[config.mk]
export PLATFORM = sky130hd
export DESIGN_NAME = moving_average_win_flat
export DESIGN_NICKNAME = d
export VERILOG_FILES = /design/src/rtl/moving_average_win_if.sv /design/src/rtl/moving_average_win.sv /design/src/flat_wrapper.sv
export SDC_FILE = /design/constraint.sdc
export NUM_CORES = 1
export LEC_CHECK = 0
export BUFFER_PORTS_ARGS = -buffer_cell sky130_fd_sc_hd__buf_4
export CAP_MARGIN = 20
export CORE_MARGIN = 4
export CORE_UTILIZATION = 40
export DETAILED_ROUTE_END_ITERATION = 12
export RECOVER_POWER = 50
export SYNTH_ARGS = -nofsm -noshare
export SYNTH_HDL_FRONTEND = slang
export SYNTH_SLANG_ARGS = --single-unit
export TNS_END_PERCENT = 10
[constraint.sdc]
create_clock -name clk -period 10.2 [get_ports clk]
set_input_delay 0.51 -clock clk [delete_from_list [all_inputs] [get_ports clk]]
set_output_delay 0.51 -clock clk [all_outputs]
set_load 0.005 [all_outputs]
[src/rtl/moving_average_win_if.sv]
// moving_average_win_if: sample-stream and averaged-output bundle for moving_average_win
interface moving_average_win_if #(
    parameter int DATA_W = 16,
    parameter int LOG2_MAX_N = 5,
    parameter int SEL_W = $clog2(LOG2_MAX_N + 1)
);
    logic                     enable;
    logic                     data_refresh;
    logic signed [DATA_W-1:0] din;
    logic [SEL_W-1:0]         win_sel;
    logic                     output_refresh_mode;
    logic                     clear;
    logic signed [DATA_W-1:0] dout;
    logic                     output_pulse;
    logic                     fill_done;
    modport master (
        output enable, data_refresh, din, win_sel, output_refresh_mode, clear,
        input  dout, output_pulse, fill_done
    );
    modport slave (
        input  enable, data_refresh, din, win_sel, output_refresh_mode, clear,
        output dout, output_pulse, fill_done
    );
endinterface

[src/rtl/moving_average_win.sv]
// moving_average_win: boxcar average of signed samples over a runtime power-of-two window
// Define MAVG_ROUND_EN for round-half-up output; default is floor (arithmetic shift).
module moving_average_win #(
    parameter int DATA_W = 16,
    parameter int LOG2_MAX_N = 5,
    parameter int SEL_W = $clog2(LOG2_MAX_N + 1)
) (
    input logic clk,
    input logic rst,
    moving_average_win_if.slave bus
);
    localparam int SW = DATA_W + LOG2_MAX_N;
    localparam int CW = LOG2_MAX_N + 1;
    localparam int PW = LOG2_MAX_N;
    typedef enum logic [1:0] {IDLE, FILL, RUN} state_t;
    state_t state_q, state_d;
    logic signed [SW-1:0] sum_q, sum_d, sum_nx;
    logic [CW-1:0] cnt_q, cnt_d, cnt_nx, win;
    logic [PW-1:0] wp_q, wp_d, dec_q, dec_d, rd_ptr, win_m1;
    logic [SEL_W-1:0] n_q, n_d, sel_c;
    logic signed [DATA_W-1:0] dout_q, dout_d, avg;
    logic pulse_q, pulse_d, fill_q, fill_d, acc, flush, full, we;
    logic signed [DATA_W-1:0] ring_q [2**LOG2_MAX_N];
`ifdef MAVG_ROUND_EN
    localparam logic signed [SW:0] MAXP = (SW+1)'(2**(DATA_W-1) - 1);
    logic signed [SW:0] rnd, rsh;
`endif

    assign sel_c = (bus.win_sel > SEL_W'(LOG2_MAX_N)) ? SEL_W'(LOG2_MAX_N) : bus.win_sel;
    assign acc = bus.enable & bus.data_refresh & ~bus.clear;
    // a window change while filling or running discards history exactly like clear
    assign flush = bus.clear | ((state_q != IDLE) && (sel_c != n_q));

    always_comb begin
        n_d = (state_q == IDLE) ? sel_c : n_q;
        win = CW'(1) << n_d;
        win_m1 = PW'(win - CW'(1));
        rd_ptr = wp_q - PW'(win);
        sum_nx = ((state_q == IDLE) ? '0 : sum_q) + SW'(bus.din)
               - ((state_q == RUN) ? SW'(ring_q[rd_ptr]) : '0);
        cnt_nx = (state_q == IDLE) ? CW'(1) : cnt_q + CW'(1);
        full = (state_q == RUN) || (cnt_nx == win);
`ifdef MAVG_ROUND_EN
        rnd = {sum_nx[SW-1], sum_nx} + ((n_d == '0) ? '0 : ((SW+1)'(1) << (n_d - SEL_W'(1))));
        rsh = rnd >>> n_d;
        avg = (rsh > MAXP) ? DATA_W'(MAXP) : DATA_W'(rsh);
`else
        avg = DATA_W'(sum_nx >>> n_d);
`endif
        state_d = state_q;
        sum_d = sum_q;
        cnt_d = cnt_q;
        wp_d = wp_q;
        dec_d = dec_q;
        dout_d = dout_q;
        pulse_d = 1'b0;
        fill_d = fill_q;
        we = 1'b0;
        if (flush) begin
            state_d = IDLE;
            sum_d = '0;
            cnt_d = '0;
            dec_d = '0;
            fill_d = 1'b0;
        end else if (acc) begin
            we = 1'b1;
            wp_d = wp_q + PW'(1);
            sum_d = sum_nx;
            cnt_d = (state_q == RUN) ? cnt_q : cnt_nx;
            state_d = full ? RUN : FILL;
            fill_d = full;
            if (full) begin
                dout_d = avg;
                pulse_d = (state_q != RUN) || bus.output_refresh_mode || (dec_q == win_m1);
                dec_d = ((state_q != RUN) || (dec_q == win_m1)) ? '0 : dec_q + PW'(1);
            end
        end
    end

    always_ff @(posedge clk) begin
        if (rst) begin
            state_q <= IDLE;
            sum_q <= '0;
            cnt_q <= '0;
            wp_q <= '0;
            dec_q <= '0;
            n_q <= '0;
            dout_q <= '0;
            pulse_q <= 1'b0;
            fill_q <= 1'b0;
        end else begin
            state_q <= state_d;
            sum_q <= sum_d;
            cnt_q <= cnt_d;
            wp_q <= wp_d;
            dec_q <= dec_d;
            n_q <= n_d;
            dout_q <= dout_d;
            pulse_q <= pulse_d;
            fill_q <= fill_d;
        end
    end

    always_ff @(posedge clk) begin
        if (we && !rst) ring_q[wp_q] <= bus.din;
    end

    assign bus.dout = dout_q;
    assign bus.output_pulse = pulse_q;
    assign bus.fill_done = fill_q;
endmodule

[src/flat_wrapper.sv]
// flat-port wrapper written by rule: the top's interface ports become plain ports
module moving_average_win_flat 
#(
    parameter int DATA_W = 16,
    parameter int LOG2_MAX_N = 5,
    parameter int SEL_W = $clog2(LOG2_MAX_N + 1)
)
  (clk, rst, bus_enable, bus_data_refresh, bus_din, bus_win_sel, bus_output_refresh_mode, bus_clear, bus_dout, bus_output_pulse, bus_fill_done);
  moving_average_win_if #(.DATA_W(DATA_W), .LOG2_MAX_N(LOG2_MAX_N), .SEL_W(SEL_W)) bus_i ();
  input logic clk;
  input logic rst;
  input wire logic [$bits(bus_i.enable)-1:0] bus_enable;
  input wire logic [$bits(bus_i.data_refresh)-1:0] bus_data_refresh;
  input wire logic [$bits(bus_i.din)-1:0] bus_din;
  input wire logic [$bits(bus_i.win_sel)-1:0] bus_win_sel;
  input wire logic [$bits(bus_i.output_refresh_mode)-1:0] bus_output_refresh_mode;
  input wire logic [$bits(bus_i.clear)-1:0] bus_clear;
  output wire logic [$bits(bus_i.dout)-1:0] bus_dout;
  output wire logic [$bits(bus_i.output_pulse)-1:0] bus_output_pulse;
  output wire logic [$bits(bus_i.fill_done)-1:0] bus_fill_done;
  assign bus_i.enable = bus_enable;
  assign bus_i.data_refresh = bus_data_refresh;
  assign bus_i.din = bus_din;
  assign bus_i.win_sel = bus_win_sel;
  assign bus_i.output_refresh_mode = bus_output_refresh_mode;
  assign bus_i.clear = bus_clear;
  assign bus_dout = bus_i.dout;
  assign bus_output_pulse = bus_i.output_pulse;
  assign bus_fill_done = bus_i.fill_done;
  moving_average_win #(.DATA_W(DATA_W), .LOG2_MAX_N(LOG2_MAX_N), .SEL_W(SEL_W)) u_core (.clk(clk), .rst(rst), .bus(bus_i));
endmodule
== After elaboration in Yosys (flattened, before gate mapping) ==
Memory sizes are Yosys's and may differ from the RTL's.
Index checks and enable logic that the tools add are counted.
Word-level totals
  input bits: 25
  RAM bits: 512
  memories kept: 1
  output and inout port bits: 18
  logic and storage cells: 59
  bits in registers: 60
Operators by class
  mux-type cells: 11
  magnitude comparators: 1
  bitwise operators: 8
  add/sub/neg operators: 7
  shift-type cells: 2
  reduce and logical (&&, ||, !) cells: 15
  equality and inequality tests: 5
Memories
  u_core.ring_q: depth 32, bits a word 16, read ports 1, clocked after Yosys merged registers in 0, wr ports 1, RTL line moving_average_win.sv:23  | logic signed [DATA_W-1:0] ring_q [2**LOG2_MAX_N];
Operators by type and width (number)
  $mux W21: 2
  $add A21 B21 Y21: 1
  $sshr A21 B3 Y16: 1
  $sub A21 B21 Y21: 1
  $add A5 B1 Y5 const B: 2
  $add A6 B1 Y6 const B: 1
  $eq A6 B6 Y1: 1
  $mux W3: 2
  $mux W6: 1
  $reduce_and A2 Y1: 3
  $shl A1 B3 Y6 const A: 1
  $eq A5 B5 Y1: 1
  $mux W5: 1
  $not A1 Y1: 5
  $sub A5 B1 Y5 const B: 1
  $sub A5 B5 Y5: 1
  $logic_or A1 B1 Y1: 4
  $mux W1: 4
  $reduce_or A4 Y1: 1
  $gt A3 B3 Y1 const B: 1
  $ne A3 B3 Y1: 1
  $reduce_and A3 Y1: 1
  $and A1 B1 Y1: 2
  $eq A2 B2 Y1 const B: 1
  8 further kinds: 9

== Logic depth before layout (Yosys ltp) ==
  depth after elaboration: 9
  depth in mapped cells: 30
  depth with buffers taken out: 26

== Worst setup path before layout ==
OpenSTA, ideal clock, no wires.
  kind: input to register
  start: input bus_win_sel[2]
  end: register u_core.dout_q[9] (netlist: u_core.bus.dout[9])
  setup slack: 4.009 ns
  library setup time: 0.133 ns
  data required time: 10.067 ns
  buffers on the path: 6
  arrival time: 6.057 ns
  cell stages on the path: 28
  cells stage by stage: or3b_1 buf_2 and2_1 clkbuf_1 nand2_1 inv_1 fa_1 xnor2_1 and2_1 buf_1 buf_1 nand3_1 nand4_1 mux2i_1 a22o_1 fa_1 inv_1 ha_1 buf_6 a21o_1 a31o_1 a31o_1 or3_1 and2_1 buf_6 mux4_2 a221oi_2 nor3_1
Between the ends
  word-level cells in the longest chain between the ends: 9
  elaborated cells on any way between the ends: 16
  classes of those cells: add/sub (2); order compare (1); eq/ne (2); shift (2); mux (3); bitwise (2); reduce/logical (3); memory (1)
RTL lines
  start: declaration: RTL line flat_wrapper.sv:15  | input wire logic [$bits(bus_i.win_sel)-1:0] bus_win_sel;
  $gt A3 B3 Y1: RTL line moving_average_win.sv:29  | assign sel_c = (bus.win_sel > SEL_W'(LOG2_MAX_N)) ? SEL_W'(LOG2_MAX_N) : bus.win_sel;
  $mux W3 (*): RTL line moving_average_win.sv:29
  $mux W3: RTL line moving_average_win.sv:35  | n_d = (state_q == IDLE) ? sel_c : n_q;
  $shl A1 B3 Y6: RTL line moving_average_win.sv:36  | win = CW'(1) << n_d;
  $sub A5 B5 Y5: RTL line moving_average_win.sv:38  | rd_ptr = wp_q - PW'(win);
  $mem_v2 Z32 W16
  $mux W21: RTL line moving_average_win.sv:40  | - ((state_q == RUN) ? SW'(ring_q[rd_ptr]) : '0);
  $sub A21 B21 Y21: RTL line moving_average_win.sv:40
  $sshr A21 B3 Y16: RTL line moving_average_win.sv:48  | avg = DATA_W'(sum_nx >>> n_d);
  end signal: assignment: RTL line moving_average_win.sv:98  | dout_q <= dout_d;
  end: declaration: RTL line moving_average_win.sv:21  | logic signed [DATA_W-1:0] dout_q, dout_d, avg;
Mark *: on every way between the ends. The rest lies on a longest branch, timed or not.
A chain may end at the register's enable or synchronous reset.

== Worst setup path after layout ==
  start: register u_core.state_q[0]
  end: register u_core.dout_q[12] (netlist: u_core.bus.dout[12])
Between the ends
  word-level cells in the longest chain between the ends: 8
  elaborated cells on any way between the ends: 19
  classes of those cells: add/sub (3); eq/ne (2); shift (2); mux (4); bitwise (2); reduce/logical (5); memory (1)
RTL lines
  start: declaration: RTL line moving_average_win.sv:16  | state_t state_q, state_d;
  start signal: assignment: RTL line moving_average_win.sv:92  | state_q <= state_d;
  $logic_not A2 Y1: RTL line moving_average_win.sv:35, moving_average_win.sv:39, moving_average_win.sv:41
  $mux W3: RTL line moving_average_win.sv:35
  $shl A1 B3 Y6: RTL line moving_average_win.sv:36
  $sub A5 B5 Y5: RTL line moving_average_win.sv:38
  $mem_v2 Z32 W16
  $mux W21: RTL line moving_average_win.sv:40
  $sub A21 B21 Y21: RTL line moving_average_win.sv:40
  $sshr A21 B3 Y16: RTL line moving_average_win.sv:48
Several ways; a longest one is shown, not always the timed one.

==> impl_metrics.json <==
{
  "synth_top_family_by_area": "simple AND/OR/NAND/NOR gates",
  "synth_simple_gate_area_share_pct": 19.4,
  "cts_inserted_buffers": 58,
  "drt-pass1-iter-count": 6,
  "clock_skew_ns": 0.0241,
  "path_common_cell": "inv_1",
  "synthAdderAreaFrac_pct": 3.20,
  "final_util_pct": 45.8,
  "cp-start-kind": "flip-flop",
  "cp_slowest_stage_delay_ns": 0.81,
  "io_pins": 43,
  "clkLatencyLatePin_ns": 0.62,
  "post_cts_resized": 0,
  "grt_start_max_net_pins": 176,
  "synth_compound_area_share_pct": 6.00,
  "timing.rr.start": "u_core.state_q[0]$_SDFFE_PP0P_",
  "power.density_mw_per_mm2": 189,
  "routed_via_density": 5.55,
  "worstPathArrival_ns": 8.56,
  "swShare_pct": 26.3,
  "chipWidth_um": 261,
  "gr-total-overflow": 0,
  "drtAntennaViolNets": 0,
  "synthesis.nets": 2353,
  "antenna_found_initial": 0,
  "timing.rr.end": "u_core.bus.dout[12]$_SDFFE_PP0P_",
  "worstPathRequired_ns": 10.72,
  "dieHeight_um": 261,
  "diodes": 0,
  "rows": 92,
  "dr_wl_met3_um": 5240,
  "period_needed_ns": 8.04,
  "num-nets-final": 2380,
  "grt_pass1_vias": 17281,
  "tightest_slew_ns": 2.08,
  "synth_edf_count": 512,
  "clk_pin_slew_ns": 0.07,
  "grt_pass1_wl_um": 108000,
  "cts.sink_count": 571,
  "synth_warnings": 0,
  "p_switching_mw": 1.44,
  "wire_per_inst_um": 22.4,
  "cts_max_path_buffers": 3,
  "hold_end": "u_core.bus.output_pulse$_SDFF_PP0_",
  "postCtsSetupRepairBufs": 0,
  "cts_root_buffer": "clkbuf_16",
  "netlist_area_mm2": 0.0257,
  "synthDistinctLibCells": 81,
  "vias": 17739,
  "hold_path.class": "in -> reg",
  "area_growth_pct": 12.8,
  "drtIter0Drc": 1807,
  "cts_hold_buf": 0,
  "start_util_pct": 40.6,
  "synth_area_leaders": "edfxtp_1 (60%), nand2_1 (8.9%), nand3_1 (5.4%)",
  "cp_max_fo": 34,
  "drt-met1-wl_um": 31400,
  "drc": 0,
  "max-cap-violations": 17,
  "relSlewSlack_pct": -38.9,
  "slew_violations": 580,
  "ys_seq_area_share_pct": 64.5,
  "setup_viol": 0,
  "holdWs_ns": 0.138,
  "met2_wirelength_um": 33100,
  "hpwl_um": 41900,
  "numPortBuffers": 42,
  "wirelength_um": 71500,
  "synth-seq-cells": 571,
  "rsz0062_at_grt": "false",
  "synth.largest_area_cell": "edfxtp_1",
  "critPathSlowestCell": "and2_2",
  "combPwrFrac_pct": 14.0,
  "timing.final.crit_share_pct": 78.9,
  "highest_layer": "met4",
  "power.leakage_nw": 10.2,
  "reg2reg_slack_ns": 2.16,
  "synthFlopType": "edfxtp_1",
  "hold_viol": 0,
  "fmax_mhz": 124,
  "synth_xor_area_share_pct": 1.46,
  "core_area_mm2": 0.0633,
  "timing.setup.tns_ns": 0,
  "gp_congestion": 0.892,
  "synth.avg_cell_area_um2": 11.3,
  "failed_checks": "max-capacitance violations, max-slew violations",
  "p_seq_share_pct": 46.8,
  "cts_max_level": 2,
  "cp-end-kind": "flip-flop",
  "synth_top_area_share_pct": 59.9,
  "drive_gt1_share_pct": 9.06,
  "design.die.area_mm2": 0.0683,
  "r2r.worst_path.cells": 28,
  "grt_use_total_pct": 20.6,
  "synthMuxAreaShare_pct": 1.99,
  "cts_tree": "done",
  "intPower_mw": 4.03,
  "status": "complete, but fails checks",
  "ir_worst_vdd_uv": 147,
  "synthArstFlopShare_pct": 0,
  "synthCells": 2275,
  "hold_depth": 3,
  "clockPowerShare_pct": 39.2,
  "critPathKind": "reg -> reg",
  "min_from": "bus_output_refresh_mode"
}
==> metrics by stage <==
| step | worst slack (ns) | std cells | total power [mW] | cell area (um^2) |
|---|---|---|---|---|
| floorplan | 4.01 | 2275 | 3.07 | 25700 |
| global placement | 2.36 | 3080 | 3.35 | 27000 |
| detailed placement | 2.36 | 3084 | 3.37 | 27100 |
| CTS | 2.26 | 3192 | 5.50 | 29000 |
| global route | 1.66 | 3196 | 5.66 | 29000 |
| finish | 2.16 | 3196 | 5.47 | 29000 |
==> worst max-delay path by stage <==
stage,startpoint,endpoint,slack (ns),cells past startpoint
after floorplan,bus_win_sel[2],u_core.bus.dout[9]$_SDFFE_PP0P_,4.01,28
after global placement,u_core.state_q[0]$_SDFFE_PP0P_,u_core.bus.dout[12]$_SDFFE_PP0P_,2.36,26
after detailed placement,u_core.state_q[0]$_SDFFE_PP0P_,u_core.bus.dout[8]$_SDFFE_PP0P_,2.36,28
after CTS,u_core.state_q[0]$_SDFFE_PP0P_,u_core.bus.dout[12]$_SDFFE_PP0P_,2.26,28
after global routing,u_core.state_q[0]$_SDFFE_PP0P_,u_core.bus.dout[8]$_SDFFE_PP0P_,1.66,28
final,u_core.state_q[0]$_SDFFE_PP0P_,u_core.bus.dout[12]$_SDFFE_PP0P_,2.16,28
==> per-layer routing <==
layer,vias up,GRT usage (%)
li1,8196,-
met1,8762,29.6
met2,670,33.3
met3,111,3.23
met4,0,4.92
met5,-,0
==> sequential cells by signal (all words and copies together) (netlist names) <==
register and count:
u_core.ring_q 512, u_core.sum_q 21, u_core.bus.dout 16, u_core.cnt_q 6
u_core.dec_q 5, u_core.wp_q 5, u_core.n_q 3, u_core.bus.fill_done 1
u_core.bus.output_pulse 1, u_core.state_q 1
==> synthesized netlist by cell type (all sizes together), types with 6 or more instances <==
| master | number |
|---|---|
| a211oi | 16 |
| nand2b | 8 |
| nor3 | 21 |
| a21o | 9 |
| xnor2 | 21 |
| nand2 | 610 |
| nand3 | 275 |
| buf | 70 |
| o211ai | 13 |
| a31oi | 8 |
| o21ai | 27 |
| nand4 | 70 |
| nor2 | 103 |
| a22o | 16 |
| xor2 | 21 |
| ha | 32 |
| mux2i | 41 |
| or3 | 6 |
| o21a | 7 |
| and2 | 8 |
| and3 | 9 |
| a21oi | 60 |
| clkbuf | 66 |
| fa | 21 |
| edfxtp | 512 |
| inv | 75 |
| dfxtp | 59 |
==> placed cells by master, fill, tap and decap left out, types with 13 or more instances in the layout <==
cell / netlist / final
nand2_1: 610 / 610
edfxtp_1: 512 / 512
nand3_1: 275 / 275
nor2_1: 103 / 84
inv_1: 75 / 75
nand4_1: 70 / 70
dfxtp_1: 59 / 59
a21oi_1: 58 / 58
clkbuf_16: 0 / 58
buf_4: 3 / 53
mux2i_1: 41 / 41
clkbuf_1: 66 / 34
ha_1: 32 / 32
o21ai_0: 21 / 22
nor3_1: 21 / 21
fa_1: 21 / 21
xor2_1: 20 / 20
xnor2_1: 21 / 19
nor2_2: 0 / 17
a22o_1: 16 / 16
a211oi_1: 16 / 16
clkbuf_4: 0 / 15
clkinv_2: 0 / 13
==> cell type report <==
type / count / area, um^2
fillers: 5836 / 34300
flip-flops and latches: 571 / 16600
multi-input cells: 1493 / 8330
clock buffers: 70 / 1500
well taps: 846 / 1060
repair buffers: 103 / 842
clock inverters: 38 / 412
inverters: 75 / 282
==> power groups by stage <==
stage | Combinational (mW) | Sequential, mW | Clock [mW]
global route | 0.825 | 2.56 | 2.28
detailed placement | 0.762 | 2.60 | 0
floorplan | 0.466 | 2.60 | 0
CTS | 0.765 | 2.55 | 2.18
finish | 0.763 | 2.56 | 2.14
global placement | 0.750 | 2.60 | 0
==> logic make-up after synthesis <==
| logic type | after synthesis |
|---|---|
| buf+inv | 211 |
| mux | 46 |
| xor+xnor | 42 |
| fa+ha+maj | 53 |
| simple gates | 1137 |
| flops | 571 |
| compound gates | 215 |
==> critical path: cells and delay by family, from the launching register on <==
kind | cells | cell delay (ns)
AOI/OAI and AO/OA | 7 | 1.77
and+or+nand+nor | 8 | 1.92
DFF | 1 | 0.67
buffers and inverters | 6 | 1.18
adders and majority gates | 4 | 1.32
muxes | 1 | 0.15
xor gates and xnor gates | 2 | 0.85
(Power assumes the default switching activity.)
